==> src/rtl/fetch_unit.sv <==
// Instruction fetch for a 16-bit-word ISA: one- and two-word instructions,
// variable-latency memory handshake, stall hold, branch redirect and halt.
module fetch_unit #(
    parameter logic [31:0] RESET_PC   = 32'h0000_0000,
    parameter logic [4:0]  HLT_OPCODE = 5'b00001
) (
    input  logic        clk,
    input  logic        rst_n,
    input  logic        stall,
    input  logic        branch_valid,
    input  logic [31:0] branch_target,
    output logic        imem_req,
    output logic [31:0] imem_addr,
    input  logic        imem_ready,
    input  logic [15:0] imem_rdata,
    output logic [31:0] Next_inst_addr,
    output logic [4:0]  opcode,
    output logic [2:0]  Rs,
    output logic [2:0]  Rd,
    output logic [4:0]  shmnt,
    output logic [15:0] imm,
    output logic        inst_valid
);

    typedef enum logic [1:0] {FETCH, FETCH_IMM, HALTED} state_t;

    state_t      state, state_nxt;
    logic [31:0] pc, pc_inc;
    logic        accept, two_word;

    // First-word fields of a two-word instruction, held until its immediate arrives
    logic [4:0]  pend_op;
    logic [2:0]  pend_rs, pend_rd;
    logic [4:0]  pend_sh;

    assign pc_inc    = pc + 32'd1;
    assign imem_req  = rst_n && !stall && (state != HALTED);
    assign imem_addr = pc;
    assign accept    = imem_req && imem_ready && !branch_valid;
    assign two_word  = (imem_rdata[15:14] == 2'b11);

    always_comb begin
        state_nxt = state;
        if (branch_valid) begin
            state_nxt = FETCH;
        end else if (accept) begin
            case (state)
                FETCH: begin
                    if (two_word)                             state_nxt = FETCH_IMM;
                    else if (imem_rdata[15:11] == HLT_OPCODE) state_nxt = HALTED;
                end
                FETCH_IMM: state_nxt = FETCH;
                default:   state_nxt = state;
            endcase
        end
    end

    always_ff @(posedge clk or negedge rst_n) begin
        if (!rst_n) state <= FETCH;
        else        state <= state_nxt;
    end

    always_ff @(posedge clk or negedge rst_n) begin
        if (!rst_n) begin
            pc             <= RESET_PC;
            Next_inst_addr <= 32'd0;
            opcode         <= 5'd0;
            Rs             <= 3'd0;
            Rd             <= 3'd0;
            shmnt          <= 5'd0;
            imm            <= 16'd0;
            inst_valid     <= 1'b0;
            pend_op        <= 5'd0;
            pend_rs        <= 3'd0;
            pend_rd        <= 3'd0;
            pend_sh        <= 5'd0;
        end else if (branch_valid) begin
            pc         <= branch_target;
            inst_valid <= 1'b0;
            opcode     <= 5'd0;
        end else if (accept) begin
            pc <= pc_inc;
            if (state == FETCH_IMM) begin
                opcode         <= pend_op;
                Rs             <= pend_rs;
                Rd             <= pend_rd;
                shmnt          <= pend_sh;
                imm            <= imem_rdata;
                Next_inst_addr <= pc_inc;
                inst_valid     <= 1'b1;
            end else if (two_word) begin
                pend_op    <= imem_rdata[15:11];
                pend_rs    <= imem_rdata[10:8];
                pend_rd    <= imem_rdata[7:5];
                pend_sh    <= imem_rdata[4:0];
                inst_valid <= 1'b0;
                opcode     <= 5'd0;
            end else begin
                opcode         <= imem_rdata[15:11];
                Rs             <= imem_rdata[10:8];
                Rd             <= imem_rdata[7:5];
                shmnt          <= imem_rdata[4:0];
                Next_inst_addr <= pc_inc;
                inst_valid     <= 1'b1;
            end
        end else if (!stall) begin
            // Nothing completed: NOP bubble, other fields keep their values
            inst_valid <= 1'b0;
            opcode     <= 5'd0;
        end
    end

endmodule

==> config.mk <==
export PLATFORM = sky130hd
export DESIGN_NAME = fetch_unit
export DESIGN_NICKNAME = d
export VERILOG_FILES = /design/src/rtl/fetch_unit.sv
export SDC_FILE = /design/constraint.sdc
export NUM_CORES = 1
export LEC_CHECK = 0
export BUFFER_PORTS_ARGS = -buffer_cell sky130_fd_sc_hd__buf_2
export CORE_ASPECT_RATIO = 0.9
export CORE_MARGIN = 2
export CORE_UTILIZATION = 55
export DETAILED_ROUTE_END_ITERATION = 16
export PLACE_DENSITY = 0.83
export SYNTH_ARGS = -nofsm -noshare
export SYNTH_HDL_FRONTEND = slang
export SYNTH_SLANG_ARGS = --single-unit
==> constraint.sdc <==
create_clock -name clk -period 6.15 [get_ports clk]
set_input_delay 0.615 -clock clk [delete_from_list [all_inputs] [get_ports clk]]
set_output_delay 0.615 -clock clk [all_outputs]
set_load 0.01 [all_outputs]
==> summary.txt, run 1 <==
H-tree Lvls = 4
worst path bufs/invs = 1
max-slew headroom at the worst pin = 27.38%
# hold bufs at CTS = 0
nets@finish = 736
Seq cells post-synth = 115
worst path required time = 6.54 ns
Fin. Hold Viols = 0
Area contributors post-synth = dfrtp_1, mux2_2, nand2_1
core region area = 9699 um^2
Slew @ Worst Pin = 1.089 ns
fmax = 0.3198 GHz
Ys Warns = 0
DR DRC count = 0
fraction of layout cells with a size suffix above 1 = 33.00%
Critical R2R Capture = Next_inst_addr[1]
total power = 2.342 mW
clk_lat worst skew = 0.51 ns
input/output buffers = 150
# fillers = 677
kind of critical path = flop to flop
cts bufs inserted = 17
crit path cell chain = nor2b_2, nand4bb_2, or3_2, buf_4, mux2_2
Synth area leader = dfrtp_1
Syn Area/Cell = 10.16 um^2
Seq. cell area = 2878 um^2
Async SR Flop Fraction = 100.0%
status = finished, final reports clean
Post-synth EDFFs = 0
Clock power frac = 44.8%
Flop pwr share = 41.1%
max-capacitance violation count = 0
routed wl met3 = 1003 um
NetSw = 617.4 uW
P&R area growth vs syn = 26.53%
drt total wl = 14500 um
Syn Inst Count = 542
Crit Path Max Fanout = 48
average vias per placed instance = 5.744
antenna cells = 0
RSZ-0062 raised after global routing = false
Clock Path Buffers = 2
Syn Std Cell Area = 5504 um^2
top sig layer = met4
Die Area = 10820 um^2
final setup violation count = 0
Ports = 151
Critical Path Source = state[1]
Root Driver = clkbuf_8
CTS tree = yes
Comb pwr share = 14.2%
r2r setup slk = 3.02 ns
crit path to = Next_inst_addr[1]
Worst-path clk slew = 0.06 ns
Setup Fix Bufs, Post-CTS = 0
via count of the first global-routing pass = 4770
delay-heaviest family, CP = simple AND/OR/NAND/NOR gates
first-pass GRT wire length = 23480 um
Final Critical Period = 3.127 ns
CP Depth = 5
multi-input logic area = 2500 um^2
PD cells = 336.3 nW/um^2
CP endpoint kind = flop
M1 WL = 5890 um
clk sinks = 115
sequential cell area fraction in the yosys report = 52.28%
slowest stage delay, CP = 0.98 ns
Mapped Nets = 596
initial core utilization = 56.75%
Yosys top cell area share = 52.28%
TritonRoute pass-1 iters = 5
initial antenna violation count = 0
Die H = 98.90 um
DR iter-0 viols = 354
Placer Congestion = 0.8215
post-DP HPWL = 9580 um
# resized after CTS = 0
most frequent cells in the layout = buf_2, dfrtp_1, nand2_1
CP max stage cell = or3_2
switch share = 26.36%
final worst path period share = 50.84%
Setup crit start kind = flop
count of pins over their slew limit = 0
via count = 4710
Register-to-Register Path Depth = 5
RR Startpoint = state[1]
peak supply drop = 0.1806 mV
WL/cell = 17.69 um
Internal = 1.724 mW
gr ovfl total = 0
static leakage = 3.279 nW
largest net degree at the start of global routing = 73
Hold Path Class = input port to asynchronous set/reset pin
setup TNS = 0 ns
Worst Path Arrival = 3.51 ns
clk_skew = 0.006577 ns
Final ANT Viol Nets = 0
DIE WIDTH = 109.4 um
most common cell after layout, fill and taps aside = buf_2
Met2 Wirelength = 7197 um
Post-synth top flop = dfrtp_1
total global-route track usage = 28.13%
cell row count = 34
Distinct cells, synth = 45
how the worst min path moves through the flow:
stage	endpoint	cells after the start	start	slack, ns
after floorplan	Next_inst_addr[0]	0	rst_n	0.32
after global placement	pend_op[3]	1	pend_op[3]	0.45
after detailed placement	pend_op[4]	1	pend_op[4]	0.46
after CTS	imm[14]	1	rst_n	0.11
after global routing	opcode[3]	1	rst_n	0.15
final	imem_addr[0]	1	rst_n	0.10
flip-flops by register name (all words and copies together) (netlist names):
name            cells
Next_inst_addr     32
imem_addr          32
Rs                  3
pend_op             5
state               2
imm                16
pend_sh             5
Rd                  3
pend_rd             3
inst_valid          1
pend_rs             3
shmnt               5
opcode              5
per-stage QoR:
stage          worst slack [ns]  std cells  hold slack [ns]  cell area (um^2)  util [%]
2_1_floorplan             4.038        542           0.3194              5504         -
3_3_place_gp              2.709        789           0.4513              6330     65.26
3_5_place_dp              2.625        789           0.4602              6330     65.26
5_1_grt                   2.843        820           0.1452              6964     71.80
6_report                  3.023        820           0.1043              6964     71.80
4_1_cts                   3.025        820           0.1139              6964     71.80
synthesized netlist by cell type (2+ instances only):
cell type and count:
a21oi_1 3, a22oi_1 3, a2bb2oi_1 2, a31oi_1 2, and2_1 4, and3_1 8, buf_2 7, clkbuf_1 24
dfrtp_1 115, inv_1 3, mux2_2 33, mux2i_1 12, nand2_1 97, nand2b_1 3, nand3_1 15, nand4_1 14
nor2_1 19, nor2b_1 2, nor3_1 10, nor3b_1 3, nor4_1 9, nor4b_1 2, o21ai_0 70, o21ai_1 2
or3_1 2, xnor2_1 35, xor2_1 25
logic make-up (layout without fill, tap and decap cells):
family	after synthesis	after routing	synth area share (%)
and+or+nand+nor	202	202	18.35
xor gates and xnor gates	60	60	9.548
muxes	45	45	8.934
AOI/OAI and AO/OA	83	83	7.911
adders and majority gates	1	1	0.2273
buffers and inverters	36	188	2.751
DFF	115	115	52.28
power by group through the flow:
stage          registers, mW  clock network (mW)  logic, mW
3_3_place_gp           0.962                   0      0.316
2_1_floorplan          0.988                   0      0.134
6_report               0.962                1.05      0.332
3_5_place_dp           0.968                   0      0.331
4_1_cts                0.958                1.05      0.336
5_1_grt                0.974                1.09      0.368
per-layer routing:
metal	vias to the layer above	GRT usage (%)
met2	225	45.63
met3	39	5.886
li1	2144	-
met5	-	0
met4	0	11.78
met1	2302	36.72
cell type report:
cell class | count | area share (%)
flip-flops and latches | 115 | 41.32
inverters | 3 | 0.1617
clock buffers | 23 | 6.989
multi-input cells | 391 | 35.90
clock inverters | 8 | 2.120
well taps | 126 | 2.264
repair buffers | 154 | 11.25
Note: power is estimated with default switching activity, not from simulation.
==> run 2, diff against run 1 <==
--- a/config.mk
+++ b/config.mk
@@ -8,9 +8,9 @@
 export BUFFER_PORTS_ARGS = -buffer_cell sky130_fd_sc_hd__buf_2
 export CORE_ASPECT_RATIO = 0.9
 export CORE_MARGIN = 2
-export CORE_UTILIZATION = 55
+export CORE_UTILIZATION = 53
 export DETAILED_ROUTE_END_ITERATION = 16
-export PLACE_DENSITY = 0.83
+export PLACE_DENSITY = 0.81
 export SYNTH_ARGS = -nofsm -noshare
 export SYNTH_HDL_FRONTEND = slang
 export SYNTH_SLANG_ARGS = --single-unit
==> constraint.sdc (replaced) <==
create_clock -name clk -period 3.2 [get_ports clk]
set_input_delay 0.32 -clock clk [delete_from_list [all_inputs] [get_ports clk]]
set_output_delay 0.32 -clock clk [all_outputs]
set_load 0.01 [all_outputs]
==> run 2 against run 1 <==
Combinational power increased by 93%. Fmax increased by 30%. Flip-flop and latch count unchanged. Largest cell class unchanged.
==> summary.txt, run 2 (same netlist as run 1, synthesis figures left out) <==
initial antenna violation count = 0
via count = 4554
DR iter-0 viols = 313
Critical Path Source = imem_addr[0]
RR Startpoint = imem_addr[0]
WL/cell = 16.63 um
Die H = 100.7 um
Crit Path Max Fanout = 9
final worst path period share = 75.19%
via count of the first global-routing pass = 4415
Setup crit start kind = flop
first-pass GRT wire length = 22250 um
fmax = 0.4156 GHz
P&R area growth vs syn = 26.17%
initial core utilization = 54.17%
DR DRC count = 0
antenna cells = 0
cell row count = 35
Fin. Hold Viols = 0
Die Area = 11220 um^2
most common cell after layout, fill and taps aside = buf_2
core region area = 10160 um^2
max-capacitance violation count = 0
setup TNS = 0 ns
DP Cell Count = 797
average vias per placed instance = 5.493
Ports = 151
most frequent cells in the layout = buf_2, dfrtp_1, nand2_1
clk sinks = 115
fraction of layout cells with a size suffix above 1 = 33.71%
Hold Path Class = input port to asynchronous set/reset pin
CTS tree = yes
drt total wl = 13780 um
total power = 4.282 mW
Root Driver = clkbuf_16
largest net degree at the start of global routing = 70
Worst-path clk slew = 0.06 ns
slowest stage delay, CP = 0.45 ns
final setup violation count = 0
input/output buffers = 150
Final Critical Period = 2.406 ns
Worst Path Arrival = 2.72 ns
kind of critical path = flop to flop
Slew @ Worst Pin = 0.9478 ns
static leakage = 3.273 nW
CP max stage cell = dfrtp_1
clk_lat worst skew = 0.41 ns
Final ANT Viol Nets = 0
PD cells = 616.6 nW/um^2
worst path required time = 3.52 ns
Setup Fix Bufs, Post-CTS = 0
cts bufs inserted = 17
TritonRoute pass-1 iters = 5
crit path cell chain = ha_1, nand2_1, or2_0, or3_1, or4_1, a31oi_1
post-DP HPWL = 9592 um
DIE WIDTH = 111.4 um
clk_skew = 0.02198 ns
Placer Congestion = 0.8288
Finished Layout Cells = 829
gr ovfl total = 0
max-slew headroom at the worst pin = 36.23%
Finished Core Util = 68.35%
total global-route track usage = 25.15%
RSZ-0062 raised after global routing = false
crit path to = imem_addr[30]
finished layout cell area = 6944 um^2
count of pins over their slew limit = 0
Clock Path Buffers = 2
# hold bufs at CTS = 0
Register-to-Register Path Depth = 6
H-tree Lvls = 4
status = finished, final reports clean
peak supply drop = 0.3514 mV
Critical R2R Capture = imem_addr[30]
# resized after CTS = 0
r2r setup slk = 0.79 ns
nets@finish = 741
CP endpoint kind = flop
Post-DP Area = 6371 um^2
-- run 2: cell types whose count changed in the layout (fill, tap and decap cells not counted) --
cell	change
clkbuf_16	+1
buf_4	+5
clkbuf_8	-6
bufinv_16	-3
clkinv_4	+4
inv_6	+5
clkbuf_1	-1
inv_8	+1
-- run 2: worst min-delay path by stage --
stage,cells past startpoint,from,to
after floorplan,0,rst_n,Next_inst_addr[0]
after global placement,1,pend_op[3],pend_op[3]
after detailed placement,2,opcode[2],opcode[2]
after CTS,2,rst_n,imm[14]
after global routing,2,rst_n,opcode[3]
final,2,rst_n,opcode[3]
-- run 2: critical path: cells and delay by family, from the launching register on --
kind / cells / cell delay [ns]
adders and majority gates: 1 / 0.27
and+or+nand+nor: 4 / 1.42
DFF: 1 / 0.45
AOI/OAI and AO/OA: 1 / 0.19
-- run 2: layer usage --
metal | vias to the layer above | GRT usage (%) | part of all wire [%]
met5 | - | 0 | 0
met4 | 0 | 8.167 | 1.7
met3 | 18 | 5.713 | 5.9
met2 | 162 | 40.81 | 49
met1 | 2217 | 34.09 | 43
li1 | 2157 | - | -
-- run 2: cell type report --
type,instances,area [um^2]
well taps,129,161.4
repair buffers,159,820.8
clock inverters,15,147.6
multi-input cells,391,2500
clock buffers,17,425.4
inverters,3,11.26
fillers,777,3216
flip-flops and latches,115,2878
-- run 2: power breakdown --
group / switching (mW) / internal, mW
Clock: 0.722 / 1.09
Combinational: 0.349 / 0.290
Sequential: 0.171 / 1.66
Total: 1.24 / 3.04
-- run 2: per-stage QoR --
stage | hold slack (ns) | setup slack (ns)
6_report | 0.03686 | 0.7941
5_1_grt | 0.07840 | 0.6481
4_1_cts | 0.05671 | 0.8183
3_5_place_dp | 0.4637 | 0.8276
3_3_place_gp | 0.4514 | 0.8978
2_1_floorplan | 0.02441 | 1.088
